`src/rtl/alu_pkg.sv`:
```
// rtl/alu_pkg.sv - shared op codes and FSM state encoding for the bit-serial ALU
package alu_pkg;

  localparam logic [2:0] OP_AND = 3'b000;
  localparam logic [2:0] OP_OR  = 3'b001;
  localparam logic [2:0] OP_XOR = 3'b010;
  localparam logic [2:0] OP_NOT = 3'b011;
  localparam logic [2:0] OP_ADD = 3'b100;
  localparam logic [2:0] OP_SUB = 3'b101;

  typedef enum logic [1:0] {
    ST_IDLE  = 2'd0,
    ST_SHIFT = 2'd1,
    ST_DONE  = 2'd2
  } state_t;

endpackage

```
`src/rtl/alu_bit_cell.sv`:
```
// rtl/alu_bit_cell.sv - combinational 1-bit logic/arithmetic cell
module alu_bit_cell
  import alu_pkg::*;
(
  input  logic       a,
  input  logic       b,
  input  logic       cin,
  input  logic [2:0] op,
  output logic       out,
  output logic       cout
);

  logic logic_bit;
  logic sum;
  logic carry;

  // Logic result through a 4:1 mux; op[2] selects the full adder instead.
  // SUB arrives here with b already inverted and cin preset, so it is a plain add.
  always_comb begin
    logic_bit = 1'b0;
    case (op[1:0])
      OP_AND[1:0]: logic_bit = a & b;
      OP_OR[1:0]:  logic_bit = a | b;
      OP_XOR[1:0]: logic_bit = a ^ b;
      default:     logic_bit = ~a;
    endcase
    sum   = a ^ b ^ cin;
    carry = (a & b) | (cin & (a ^ b));
    out   = op[2] ? sum : logic_bit;
    cout  = op[2] ? carry : 1'b0;
  end

endmodule

```
`src/rtl/alu_serial_seq.sv`:
```
// rtl/alu_serial_seq.sv - LSB-first bit-serial sequencer around alu_bit_cell
module alu_serial_seq
  import alu_pkg::*;
#(
  parameter int WIDTH = 8
) (
  input  logic             clk,
  input  logic             rst,
  input  logic             start,
  input  logic [WIDTH-1:0] a,
  input  logic [WIDTH-1:0] b,
  input  logic [2:0]       op,
  output logic             busy,
  output logic             done,
  output logic [WIDTH-1:0] result,
  output logic             cout,
  output logic             zero
);

  localparam int CW = $clog2(WIDTH) + 1;

  state_t           state;
  logic [WIDTH-1:0] a_sh;
  logic [WIDTH-1:0] b_sh;
  logic [2:0]       op_r;
  logic             carry;
  logic [CW-1:0]    cnt;

  logic             cell_out;
  logic             cell_cout;
  logic [WIDTH-1:0] res_next;
  logic             carry_next;

  alu_bit_cell u_cell (
    .a    (a_sh[0]),
    .b    (b_sh[0]),
    .cin  (carry),
    .op   (op_r),
    .out  (cell_out),
    .cout (cell_cout)
  );

  // New bit enters at the MSB so after WIDTH shifts the first bit sits at bit 0.
  // Carry only advances for arithmetic ops; logic ops keep it at its loaded 0.
  assign res_next   = {cell_out, result[WIDTH-1:1]};
  assign carry_next = op_r[2] ? cell_cout : carry;

  // Sequencer FSM with registered busy/done/result/cout/zero; flags are computed
  // from the final-bit values so they are valid in the same cycle as done.
  always_ff @(posedge clk or posedge rst) begin
    if (rst) begin
      state  <= ST_IDLE;
      a_sh   <= '0;
      b_sh   <= '0;
      op_r   <= '0;
      carry  <= 1'b0;
      cnt    <= '0;
      busy   <= 1'b0;
      done   <= 1'b0;
      result <= '0;
      cout   <= 1'b0;
      zero   <= 1'b0;
    end else begin
      case (state)
        ST_IDLE: begin
          done <= 1'b0;
          if (start) begin
            a_sh   <= a;
            b_sh   <= (op == OP_SUB) ? ~b : b;
            op_r   <= op;
            carry  <= (op == OP_SUB);
            cnt    <= '0;
            result <= '0;
            cout   <= 1'b0;
            zero   <= 1'b0;
            busy   <= 1'b1;
            state  <= ST_SHIFT;
          end
        end
        ST_SHIFT: begin
          result <= res_next;
          a_sh   <= a_sh >> 1;
          b_sh   <= b_sh >> 1;
          carry  <= carry_next;
          cnt    <= cnt + CW'(1);
          if (cnt == CW'(WIDTH - 1)) begin
            busy  <= 1'b0;
            done  <= 1'b1;
            cout  <= op_r[2] & carry_next;
            zero  <= (res_next == '0);
            state <= ST_DONE;
          end
        end
        ST_DONE: begin
          done  <= 1'b0;
          state <= ST_IDLE;
        end
        default: begin
          busy  <= 1'b0;
          done  <= 1'b0;
          state <= ST_IDLE;
        end
      endcase
    end
  end

endmodule
```
`config.mk`:
```
export PLATFORM = sky130hd
export DESIGN_NAME = alu_serial_seq
export DESIGN_NICKNAME = d
export VERILOG_FILES = /design/src/rtl/alu_pkg.sv /design/src/rtl/alu_bit_cell.sv /design/src/rtl/alu_serial_seq.sv
export SDC_FILE = /design/constraint.sdc
export NUM_CORES = 1
export LEC_CHECK = 0
export CORE_MARGIN = 1.5
export CORE_UTILIZATION = 58
export CTS_BUF_LIST = sky130_fd_sc_hd__clkbuf_2 sky130_fd_sc_hd__clkbuf_4 sky130_fd_sc_hd__clkbuf_8
export CTS_CLUSTER_SIZE = 25
export DETAILED_ROUTE_END_ITERATION = 12
export PLACE_DENSITY = 0.94
export SYNTH_ARGS = -nofsm -noshare
export SYNTH_HDL_FRONTEND = slang
export SYNTH_SLANG_ARGS = --single-unit
```
`constraint.sdc`:
```
create_clock -name clk -period 3.11 [get_ports clk]
set_input_delay 0.622 -clock clk [delete_from_list [all_inputs] [get_ports clk]]
set_output_delay 0.622 -clock clk [all_outputs]
set_load 0.05 [all_outputs]
```
==> metrics <==
status=finished clean; Worst VDD drop=0.6110 mV; Clk pin slew, worst setup/hold paths=around 0.11 ns; LEAKAGE=between 0.9 and 1 nW; Post-synth EDFFs=0; wire length of the first global-routing pass=roughly 6000 um; via/cell ratio=approximately 5.7; Max-slew headroom=48.22%; sequential element share of the synthesized area=approximately half; Syn Area/Cell=around 11 um^2; worst slew pin tran=approximately 0.78 ns; Die H=just under 60 um; cell family with most CP delay=buffers and inverters; GP Congestion=just under 0.8; clock sink count=38; Synth Net Count=roughly 200; Ant. Diodes=0; Final nets=about 230; Yosys cell types=38; Multi-input gate area=slightly below 800 um^2; Vias=roughly 1.4k; R2R depth=4; CTS HTree Levels=2; Fmax=0.4472 GHz; Hold EP=b_sh[3]; Clock Skews=0.003282 ns; number of gates resized after cts=0; 1st-iter DRT viols=slightly below 60; Root Driver=clkbuf_4; Reg2Reg Setup Slack=~1.2 ns; CP startpoint kind=flip-flop; Clock Tree Buf Depth=2; max-slew violation count=0; total wire length=between 3000 and 4000 um; dominant cell type by area after synthesis=dfrtp_1; CP required=approximately 2.5 ns; largest cells by area after synthesis=dfrtp_1 52%, a22o_1 5.7%, o21ai_0 4.9%, nand2_1 3.3%, mux2_2 3.1%; most numerous cell in the Yosys netlist=dfrtp_1; final worst-path cycle share=between 70 and 80%; core area=between 3000 and 4000 um^2; asr flop ratio synth=100.0%; Setup TNS=0 ns; FF+latch count, synth=38; Crit path arrival time=~1.6 ns; critical setup path kind=flip-flop to primary output; count of port buffers added during placement=33; hold_buf cts=0; largest net degree at the start of global routing=39; post-route cell area=2218 um^2; Slowest cell on crit path=clkdlybuf4s50_1; Hold Vio Cnt, Final=0; Reg-to-Reg Start=state[1]; Synth warnings=0; Post-Syn Area=between 1500 and 2000 um^2; total of max-cap violations=0; CP endpoint kind=primary output; top-area cell type share of the netlist area=51.70%; Final setup viols=0; minimum clock period=around 2.2 ns; Fill cells=211; DRC errors left=0; clock latency on the worst-skew pair=between 0.3 and 0.4 ns; Area after DPL=~2200 um^2; Buf/Inv on CP=1; Ports=34; Worst Hold Depth=2; PwrDens=about 1000 nW/um^2; area delta synth->final=20.61%; number of global-route vias before repair=1282; RR Endpoint=carry; Post-CTS Setup Inserts=0; Slowest Stage Delay on Critical Path=0.84 ns; worst path cell trace=clkdlybuf4s50_1; post-route ant nets=0; register area=between 900 and 1000 um^2; routed len/inst=roughly 15 um; unrepaired setup endpoints after global routing=false; ys flop type=dfrtp_1; initial antenna violation count=0; die area=3518 um^2; type of the most critical hold path=flip-flop to flip-flop; layout cells sized above 1=under 10%; TritonRoute pass-1 iters=4; CP Max Fanout=4; GRT Util Overall=a little under a quarter; Post-synth top cells=38 x dfrtp_1, 18 x o21ai_0, 16 x nand2_1; TritonCTS clock tree=yes; Starting Density=60.74%; DIE WIDTH=~60 um; Rows=20; Num CTS Buffers=5; dpl hpwl=~2600 um; post-synthesis cell count=173; hold_sp=b_sh[3]; grt ovf=0
==> cells by family after synthesis <==
family	after synthesis	synth area share (%)
compound gates	53	18.98
simple gates	48	13.67
flops	38	51.70
buf+inv	17	5.646
xor+xnor	8	3.810
mux	5	3.061
fa+ha+maj	4	3.130
==> power by group <==
part	internal, W	total, W	leakage (nW)	switching [W]
clock network	0.000118	0.000286	0.0387	0.000168
registers	0.000703	0.000881	0.479	0.000177
logic	0.000413	0.00102	0.431	0.000607
total	0.00123	0.00219	0.948	0.000952
==> state kept, by name, summed over array words and instances, names as in the netlist <==
| register | flops |
|---|---|
| a_sh | 8 |
| b_sh | 8 |
| result | 8 |
| cnt | 4 |
| op_r | 3 |
| state | 2 |
| busy | 1 |
| carry | 1 |
| cout | 1 |
| done | 1 |
| zero | 1 |
==> worst max path at each step <==
stage / startpoint / end / slack [ns] / cells after the start
global route: result[6] / result[6] / 0.82 / 1
detailed placement: start / cnt[2] / 0.74 / 5
finish: result[6] / result[6] / 0.87 / 1
CTS: result[6] / result[6] / 0.88 / 1
global placement: start / cnt[2] / 0.80 / 5
floorplan: start / op_r[0] / 1.51 / 3
==> cells in the final DEF (no fill, tap or decap), types with 3 or more instances in the layout <==
cell type,Yosys,final
a22o_1,12,12
a31oi_1,7,7
and2_1,7,7
clkbuf_4,0,6
clkdlybuf4s50_1,0,33
dfrtp_1,38,38
ha_1,3,3
inv_1,5,5
mux2_2,5,5
nand2_1,16,16
nand3b_1,4,4
nor2_1,11,11
o21ai_0,18,18
o21ai_1,3,3
o22ai_1,3,3
xnor2_1,6,6
==> area by class of cell <==
class	count	area share [%]
sequential	38	42.87
timing repair buffer	35	15.57
inverter	5	0.8460
clock buffer	7	2.651
tap	44	2.482
multi-input combinational	118	35.36
clock inverter	1	0.2256
==> through the flow <==
stage	instances	utilization (%)	hold WS [ns]	power (W)	setup slack [ns]
final	248	73.26	0.4988	0.002187	0.8740
after global routing	248	73.26	0.5179	0.002320	0.8161
after CTS	248	73.26	0.4918	0.002181	0.8780
after detailed placement	240	71.16	0.4670	0.001902	0.7394
after global placement	240	71.16	0.4603	0.001852	0.8030
after floorplan	173	-	0.4417	0.001633	1.511
==> per-layer routing <==
layer	wire length, um	track usage (%)	up-vias
met2	1788	36.89	59
met4	43	6.818	0
met5	0	0	-
met3	227	6.769	6
met1	1744	32.99	684
li1	-	-	672
Note: power is estimated with default switching activity, not from simulation.
==> variant, RTL diff (config.mk and constraints unchanged) <==
Encoding of `state_t`: now one-hot (3 bits for 3 states).
--- a/src/rtl/alu_pkg.sv
+++ b/src/rtl/alu_pkg.sv
@@ -8,10 +8,10 @@
   localparam logic [2:0] OP_ADD = 3'b100;
   localparam logic [2:0] OP_SUB = 3'b101;
 
-  typedef enum logic [1:0] {
-    ST_IDLE  = 2'd0,
-    ST_SHIFT = 2'd1,
-    ST_DONE  = 2'd2
+  typedef enum logic [2:0] {
+    ST_IDLE  = 3'b001,
+    ST_SHIFT = 3'b010,
+    ST_DONE  = 3'b100
   } state_t;
 
 endpackage
Formal check against the unedited RTL: no difference found for any inputs over 10 cycles, from zero or initial values and one cycle with rst high; not proved beyond that.
==> variant against the unedited design <==
Routed wire length fell by 0.68%. Register-to-register slack got worse by 170 ps. Area after synthesis fell by 3.6%. Design area fell by 2.6%. Setup slack got worse by 99 ps. Synthesized cell count fell by 4.0%. Sequential cell count rose by 1. Total power fell by 23%. Critical endpoint is now result[4]. Largest power group is now sequential cells.
==> variant: results (changes against the unedited design) <==
Run status:
- Status: finished clean (unchanged).

GRT:
- The maximum number of pins on one net before global-route repair is 40 (was 39).
- The global-route wire length before repair is 6250 um (was 6150 um).
- The combined global-route utilization of all metal layers came to 0.251 (was 0.239).
- The via count of the first global-routing pass was 1384 (was 1282).
- The met1 global-route usage came to 0.305 (was 0.330).
- The met3 capacity usage during global routing was 0.0813 (was 0.0677).
- The fraction of met2 tracks used by global routing is 0.414 (was 0.369).

Yosys:
- The fraction of the mapped netlist area in compound gates is 0.179 (was 0.190).
- The multiplexer area fraction after synthesis is 0.00565 (was 0.0306).
- The post-synthesis share of cell area spent on xor and xnor gates is 0.0395 (was 0.0381).
- Largest cells by area after synthesis: dfrtp_1 54%, a22oi_1 5.5%, nand2_1 5.3%, a22o_1 4.9%, o21ai_0 4.8% (was dfrtp_1 52%, a22o_1 5.7%, o21ai_0 4.9%, nand2_1 3.3%, mux2_2 3.1%).
- Synth top cells by count: 38 x dfrtp_1, 25 x nand2_1, 17 x o21ai_0 (was 38 x dfrtp_1, 18 x o21ai_0, 16 x nand2_1).
- The synthesized net count is 192 (was 199).
- The sequential area share after synthesis is 0.551 (was 0.517).
- The count of cell types in the netlist is 34 (was 38).

Drt:
- The violation count after the first detailed-routing iteration is 43 (was 59).
- The met2 wire length is 1980 um (was 1790 um).
- The via density per instance is 6.05 (was 5.73).

Pwr:
- The static leakage power was 0.987 nW (was 0.948 nW).
- The fraction of power spent switching nets is 0.401 (was 0.435).
- The power consumed by combinational cells is 0.624 mW (was 1.02 mW).
- The largest vdd supply drop came to 0.458 mV (was 0.611 mV).
- The total sequential power is 0.804 mW (was 0.881 mW).

Worst setup path:
- The slowest cell on the critical path was nor2_1 (was clkdlybuf4s50_1).
- The maximum fanout encountered on the critical timing path is 15 (was 4).
- The register-to-register path setup slack came to 1010 ps (was 1180 ps).

STA:
- The clock skew after layout is 6.40 ps (was 3.28 ps).
- The slew of the pin with the lowest slew margin is 831 ps (was 777 ps).

Placed design:
- The HPWL reported at the end of detailed placement came to 2750 um (was 2570 um).
- The placer congestion estimate came to 0.752 (was 0.771).
- The placed cell area is 0.00211 sq mm (was 0.00215 sq mm).

Hold path:
- The startpoint of the most critical hold path was a_sh[4] (was b_sh[3]).

Finish:
- The number of nets at the end of the flow is 225 (was 229).
==> variant: per-stage QoR <==
| stage | setup WS (ps) | total power, mW | std cells | hold slack (ps) |
|---|---|---|---|---|
| after global placement | 502 | 1.37 | 223 | 461 |
| after CTS | 794 | 1.69 | 231 | 496 |
| after detailed placement | 423 | 1.43 | 223 | 468 |
| after floorplan | 1600 | 1.25 | 166 | 445 |
| final | 775 | 1.68 | 231 | 490 |
| after global routing | 659 | 1.79 | 231 | 524 |
==> variant: final cells by class <==
type | count | area [sq um] | share of cell area
clock inverter | 3 | 15.0 | 0.00695
multi-input combinational | 110 | 713 | 0.330
tap | 31 | 38.8 | 0.0180
clock buffer | 5 | 37.5 | 0.0174
sequential | 39 | 977 | 0.452
inverter | 7 | 26.3 | 0.0122
timing repair buffer | 36 | 353 | 0.163
==> variant: worst max-delay path, delay by kind of cell <==
kind,cells,cell delay [ps]
simple gates,2,1070
compound gates,1,160
buf+inv,2,780
